File: src/rtl/srsg_multi.sv
// Parametrised LFSR test-pattern generator with Galois/Fibonacci feedback,
// start/busy/done run control, programmable pattern count and zero-state recovery.
module srsg_multi #(
  parameter int N     = 8,
  parameter int CNT_W = 16
) (
  input  logic             clk,
  input  logic             rst,
  input  logic             start,
  input  logic             en,
  input  logic             mode,
  input  logic [N-1:0]     poly,
  input  logic [N-1:0]     seed,
  input  logic [CNT_W-1:0] num_patterns,
  output logic             busy,
  output logic             done,
  output logic             sout,
  output logic [N-1:0]     pout,
  output logic [CNT_W-1:0] pat_cnt,
  output logic             lockup
);

  typedef enum logic [1:0] {
    S_IDLE = 2'd0,
    S_RUN  = 2'd1,
    S_DONE = 2'd2
  } state_t;

  localparam logic [N-1:0] ONE_STATE = {{(N-1){1'b0}}, 1'b1};

  state_t           r_state;
  logic             r_mode;
  logic [N-1:0]     r_poly;
  logic [CNT_W-1:0] r_num;
  logic [N-1:0]     r_lfsr;
  logic [CNT_W-1:0] r_cnt;
  logic             r_lockup;
  logic             r_busy;
  logic             r_done;

  logic [N-1:0]     w_galois;
  logic [N-1:0]     w_fib;
  logic [N-1:0]     w_next;
  logic [N-1:0]     w_seed_safe;
  logic             w_last;

  generate
    for (genvar gi = 0; gi < N - 1; gi++) begin : g_galois
      assign w_galois[gi] = r_lfsr[gi+1] ^ (r_lfsr[0] & r_poly[gi]);
    end
  endgenerate
  assign w_galois[N-1] = r_lfsr[0];

  assign w_fib       = {^(r_lfsr & r_poly), r_lfsr[N-1:1]};
  assign w_next      = r_mode ? w_fib : w_galois;
  assign w_seed_safe = (seed == '0) ? ONE_STATE : seed;
  assign w_last      = (r_cnt == r_num - CNT_W'(1));

  always_ff @(posedge clk or negedge rst) begin
    if (!rst) begin
      r_state  <= S_IDLE;
      r_mode   <= 1'b0;
      r_poly   <= '0;
      r_num    <= '0;
      r_lfsr   <= ONE_STATE;
      r_cnt    <= '0;
      r_lockup <= 1'b0;
      r_busy   <= 1'b0;
      r_done   <= 1'b0;
    end else if (start) begin
      // Start wins over completion and advance in any state.
      r_mode   <= mode;
      r_poly   <= poly;
      r_num    <= num_patterns;
      r_lfsr   <= w_seed_safe;
      r_lockup <= (seed == '0);
      r_cnt    <= '0;
      if (num_patterns == '0) begin
        r_state <= S_DONE;
        r_busy  <= 1'b0;
        r_done  <= 1'b1;
      end else begin
        r_state <= S_RUN;
        r_busy  <= 1'b1;
        r_done  <= 1'b0;
      end
    end else begin
      case (r_state)
        S_IDLE: begin
          r_busy <= 1'b0;
          r_done <= 1'b0;
        end
        S_RUN: begin
          if (en) begin
            if (w_last) begin
              r_state <= S_DONE;
              r_busy  <= 1'b0;
              r_done  <= 1'b1;
            end else begin
              r_cnt <= r_cnt + CNT_W'(1);
              // A zero next state would stick forever; reseed instead.
              if (w_next == '0) begin
                r_lfsr   <= w_seed_safe;
                r_lockup <= 1'b1;
              end else begin
                r_lfsr <= w_next;
              end
            end
          end
        end
        S_DONE: begin
          r_state <= S_IDLE;
          r_busy  <= 1'b0;
          r_done  <= 1'b0;
        end
        default: begin
          r_state <= S_IDLE;
          r_busy  <= 1'b0;
          r_done  <= 1'b0;
        end
      endcase
    end
  end

  assign busy    = r_busy;
  assign done    = r_done;
  assign pout    = r_lfsr;
  assign sout    = r_lfsr[0];
  assign pat_cnt = r_cnt;
  assign lockup  = r_lockup;

endmodule

File: config.mk
export PLATFORM = sky130hd
export DESIGN_NAME = srsg_multi
export DESIGN_NICKNAME = d
export VERILOG_FILES = /design/src/rtl/srsg_multi.sv
export SDC_FILE = /design/constraint.sdc
export NUM_CORES = 1
export LEC_CHECK = 0
export ABC_AREA = 1
export CAP_MARGIN = 20
export CORE_MARGIN = 3
export CORE_UTILIZATION = 40
export CTS_BUF_LIST = sky130_fd_sc_hd__clkbuf_8
export DETAILED_ROUTE_END_ITERATION = 8
export PLACE_DENSITY = 0.73
export SYNTH_ARGS = -nofsm -noshare
export SYNTH_HDL_FRONTEND = slang
export SYNTH_SLANG_ARGS = --single-unit
File: constraint.sdc
create_clock -name clk -period 5.3 [get_ports clk]
set_input_delay 0.795 -clock clk [delete_from_list [all_inputs] [get_ports clk]]
set_output_delay 0.795 -clock clk [all_outputs]
set_load 0.005 [all_outputs]
==> summary.md <==
At the end of routability-driven placement, the weighted congestion stood at 0.892. The floorplan has 35 rows. The first global-routing pass estimated 17200 µm of wire.

Measured in cells, the most critical reg-to-reg path has a length of 14. The internal power contribution was 0.697 mW. The clock tree root driver cell is sky130_fd_sc_hd__clkbuf_8.

Hold buffer count at CTS: 0. Across the run, the number of max-cap violations was 0. The setup violation total in the final timing report was 0. The start-to-end type of the worst setup path was primary input to flop. Category of the worst setup path capture point: a flop. The library cells used most frequently in the layout, excluding fill and tap cells, are 251 x sky130_fd_sc_hd__nand2_1, 62 x sky130_fd_sc_hd__clkdlybuf4s50_1, 61 x sky130_fd_sc_hd__nor2_1.

The clock net in this run drives a total of 54 sinks. The tools report the type of element launching the critical path as a primary input. Entering global routing, the biggest net connects 56 pins.

Synthesis handed over a netlist of 594 instances. The CTS H-tree depth was 2; the wire length on met2 was 4850 µm. Worst relative slew slack: 0.371. Measured along the y axis, the die boundary spans 104 µm.

Via count: 3922. The switching power share of the total is 0.352, and the number of buffers inserted during clock tree synthesis is 5. The number of buffers added on ports came out at 64. The logs give 0.355 GHz for the top achievable clock speed and 4540 µm for the wire length on met1. The slew of the pin with the lowest slew margin came out at 942 ps. The overall power is 1.08 mW. Global routing finished with a remaining overflow of 0.

The setup clock skew after layout came out at 5.88 ps. Vias per cell: 5.03. The number of enable flip-flop cells after synthesis was 0; the count of synthesis-stage warnings from yosys was 0. The power dissipated by switching net loads was 0.379 mW; the largest buffer count on any clock path was 2. The share of the clock period used by the worst path is 0.532. Counting instances, the worst hold path has a depth of 2. Post-CTS timing repair inserted 0 buffers for setup. The filler cells instantiated in the layout total 955. The logs give 10100 µm for the routed wire length and 5500 ps for the data required time of the worst path. The proportion of power drawn by flip-flops and latches is 0.466. The run finished with clean final reports. The post-cts sizing count is 0, and the post-synthesis register bit count is 54. The run gives 0.189 as the global router's overall resource usage. The worst min-delay path category was flop to flop. Leakage power of the design: 2.37 nW.

The tools report the count of nets after finishing as 689. The startpoint identified for the worst hold timing path is r_poly[0]. The number of antenna violations at the first check in global routing is 0. Setup repair after global routing left no endpoint under its margin. The worst hold endpoint was r_poly[0]. The share of cells above drive strength 1 is 0.0492, and the final routed wire length divided by cell count is 12.9 µm.

For the finished layout, the period the worst path requires is 2820 ps. In this run the critical register-to-register path is captured at pout[4]. The netlist uses 32 different library cells.

Dividing the synthesized area by the synthesized cell count gives 6.44 µm². The half-perimeter wire length after detailed placement was 7450 µm; the fraction of power consumed by the clock network was 0.212. The maximum fanout along the worst path works out to 55.

For this design the ratio of total power to cell area is 232 nW/µm². The run gives 5 as the total iterations of the first detailed-routing run. The dominant synthesized flop cell is sky130_fd_sc_hd__dfrtp_1. After layout, the worst setup slack is 2480 ps.

The die covers 10800 µm². The clock insertion delay at the later pin of the skew report is 300 ps. The width of the die came out at 104 µm. TritonCTS built the clock tree. In this run, the number of DRC markers left after iteration 0 of detailed routing was 157. The total count of max-transition violations in the final report was 0. The leading cell type in the layout, fill and taps excluded is sky130_fd_sc_hd__nand2_1. The logs give 3910 for the number of global-route vias before repair and 633 for the synthesized netlist net count. The repair_antennas step left the layout with diodes totalling 0. Clock-pin slew was measured on the worst setup and hold paths at 100 ps.

The tools report the share of power burned in combinational logic as 0.322. For this run, design rule violations remaining after detail routing come to 0. The count of boundary I/O pins was 65; the netlist area before placement was 3820 µm².

Before CTS, the worst setup slack after placement is 2230 ps. For the number of hold violations in the final report, the log shows 0. The startpoint identified for the worst register-to-register timing path is r_num[0]. The share of the yosys chip area belonging to registers is 0.354, and the share of synthesized flip-flops with an asynchronous set or reset is 1.00. The logs give 126 µV for the peak supply drop and 0 ps for the setup TNS.

Data on the critical path arrives at its endpoint at 3020 ps. In this run the remaining antenna-violating nets after routing total 0. Starting utilization of the core area: 0.412. The top layer reached by signal wires is met4. Wire segments on met3 add up to 530 µm in the final route. The setup check on the worst reg-to-reg path leaves a slack of 2590 ps. Core area: 9280 µm². From synthesis to final layout, the design area changed by 21.1%.
==> cell usage after synthesis, drive strengths merged, types with 2 or more instances <==
cell type / n / area share
nand3b: 3 / 0.0059
nor2: 68 / 0.074
clkbuf: 8 / 0.0082
buf: 8 / 0.013
xor2: 24 / 0.055
o21ai: 16 / 0.021
nand3: 54 / 0.072
nor4: 7 / 0.011
a21oi: 2 / 0.0026
nand4: 10 / 0.016
or2: 2 / 0.0033
nor3: 4 / 0.0065
dfrtp: 53 / 0.35
ha: 2 / 0.0065
nand2: 257 / 0.26
o22ai: 3 / 0.0049
xnor2: 11 / 0.025
inv: 58 / 0.057
==> worst max-delay path by stage <==
stage	start	endpoint	cells after the start
floorplan	r_num[0]	pat_cnt[10]	16
global placement	start	lockup	8
detailed placement	start	lockup	8
CTS	start	lockup	8
global route	start	lockup	8
finish	start	lockup	8
==> layout make-up <==
type	instances	area, µm²	area share
inverter	59	221	0.0478
sequential	54	1350	0.292
multi-input combinational	465	2170	0.469
timing repair buffer	65	638	0.138
clock buffer	5	68.8	0.0149
clock inverter	3	17.5	0.00378
tap	129	161	0.0349
==> cells by family after synthesis <==
group / count (synthesis) / synth area share
compound gates: 22 / 0.0311
xor+xnor: 35 / 0.0801
fa+ha+maj: 2 / 0.00654
buf+inv: 75 / 0.0788
flops: 54 / 0.354
simple gates: 406 / 0.450
==> routing by layer <==
metal | GRT usage | vias to the layer above
li1 | - | 1965
met1 | 0.236 | 1827
met2 | 0.329 | 114
met3 | 0.0305 | 16
met4 | 0.0703 | 0
met5 | 0 | -
==> through the flow <==
step                       util  hold WS, ps  instance area [µm²]  instances
final                     0.499          478                 4630        780
after global routing      0.499          531                 4630        780
after CTS                 0.499          487                 4630        780
after detailed placement  0.489          462                 4540        772
after global placement    0.489          460                 4540        772
after floorplan               -          442                 3820        594
==> critical path, stage by stage <==
cell and delay [ps]:
sky130_fd_sc_hd__buf_2 700, sky130_fd_sc_hd__inv_2 650, sky130_fd_sc_hd__nand2_1 280, sky130_fd_sc_hd__nand2_1 200, sky130_fd_sc_hd__nor2_1 180, sky130_fd_sc_hd__nand3_1 90
sky130_fd_sc_hd__nand2_1 60, sky130_fd_sc_hd__nand2_1 40
==> flip-flops by register name (all words and copies together), names as in the netlist, 2 cells and up <==
name / count
pat_cnt: 16
r_poly: 8
r_state: 2
r_num: 16
pout: 8
==> power groups by stage <==
stage               Sequential (mW)  Combinational [mW]  Clock [mW]
global route                  0.509               0.392       0.249
global placement              0.509               0.335           0
floorplan                     0.497               0.218           0
finish                        0.502               0.347       0.228
detailed placement            0.508               0.346           0
CTS                           0.502               0.346       0.236
Power figures use the tool's default switching activity.
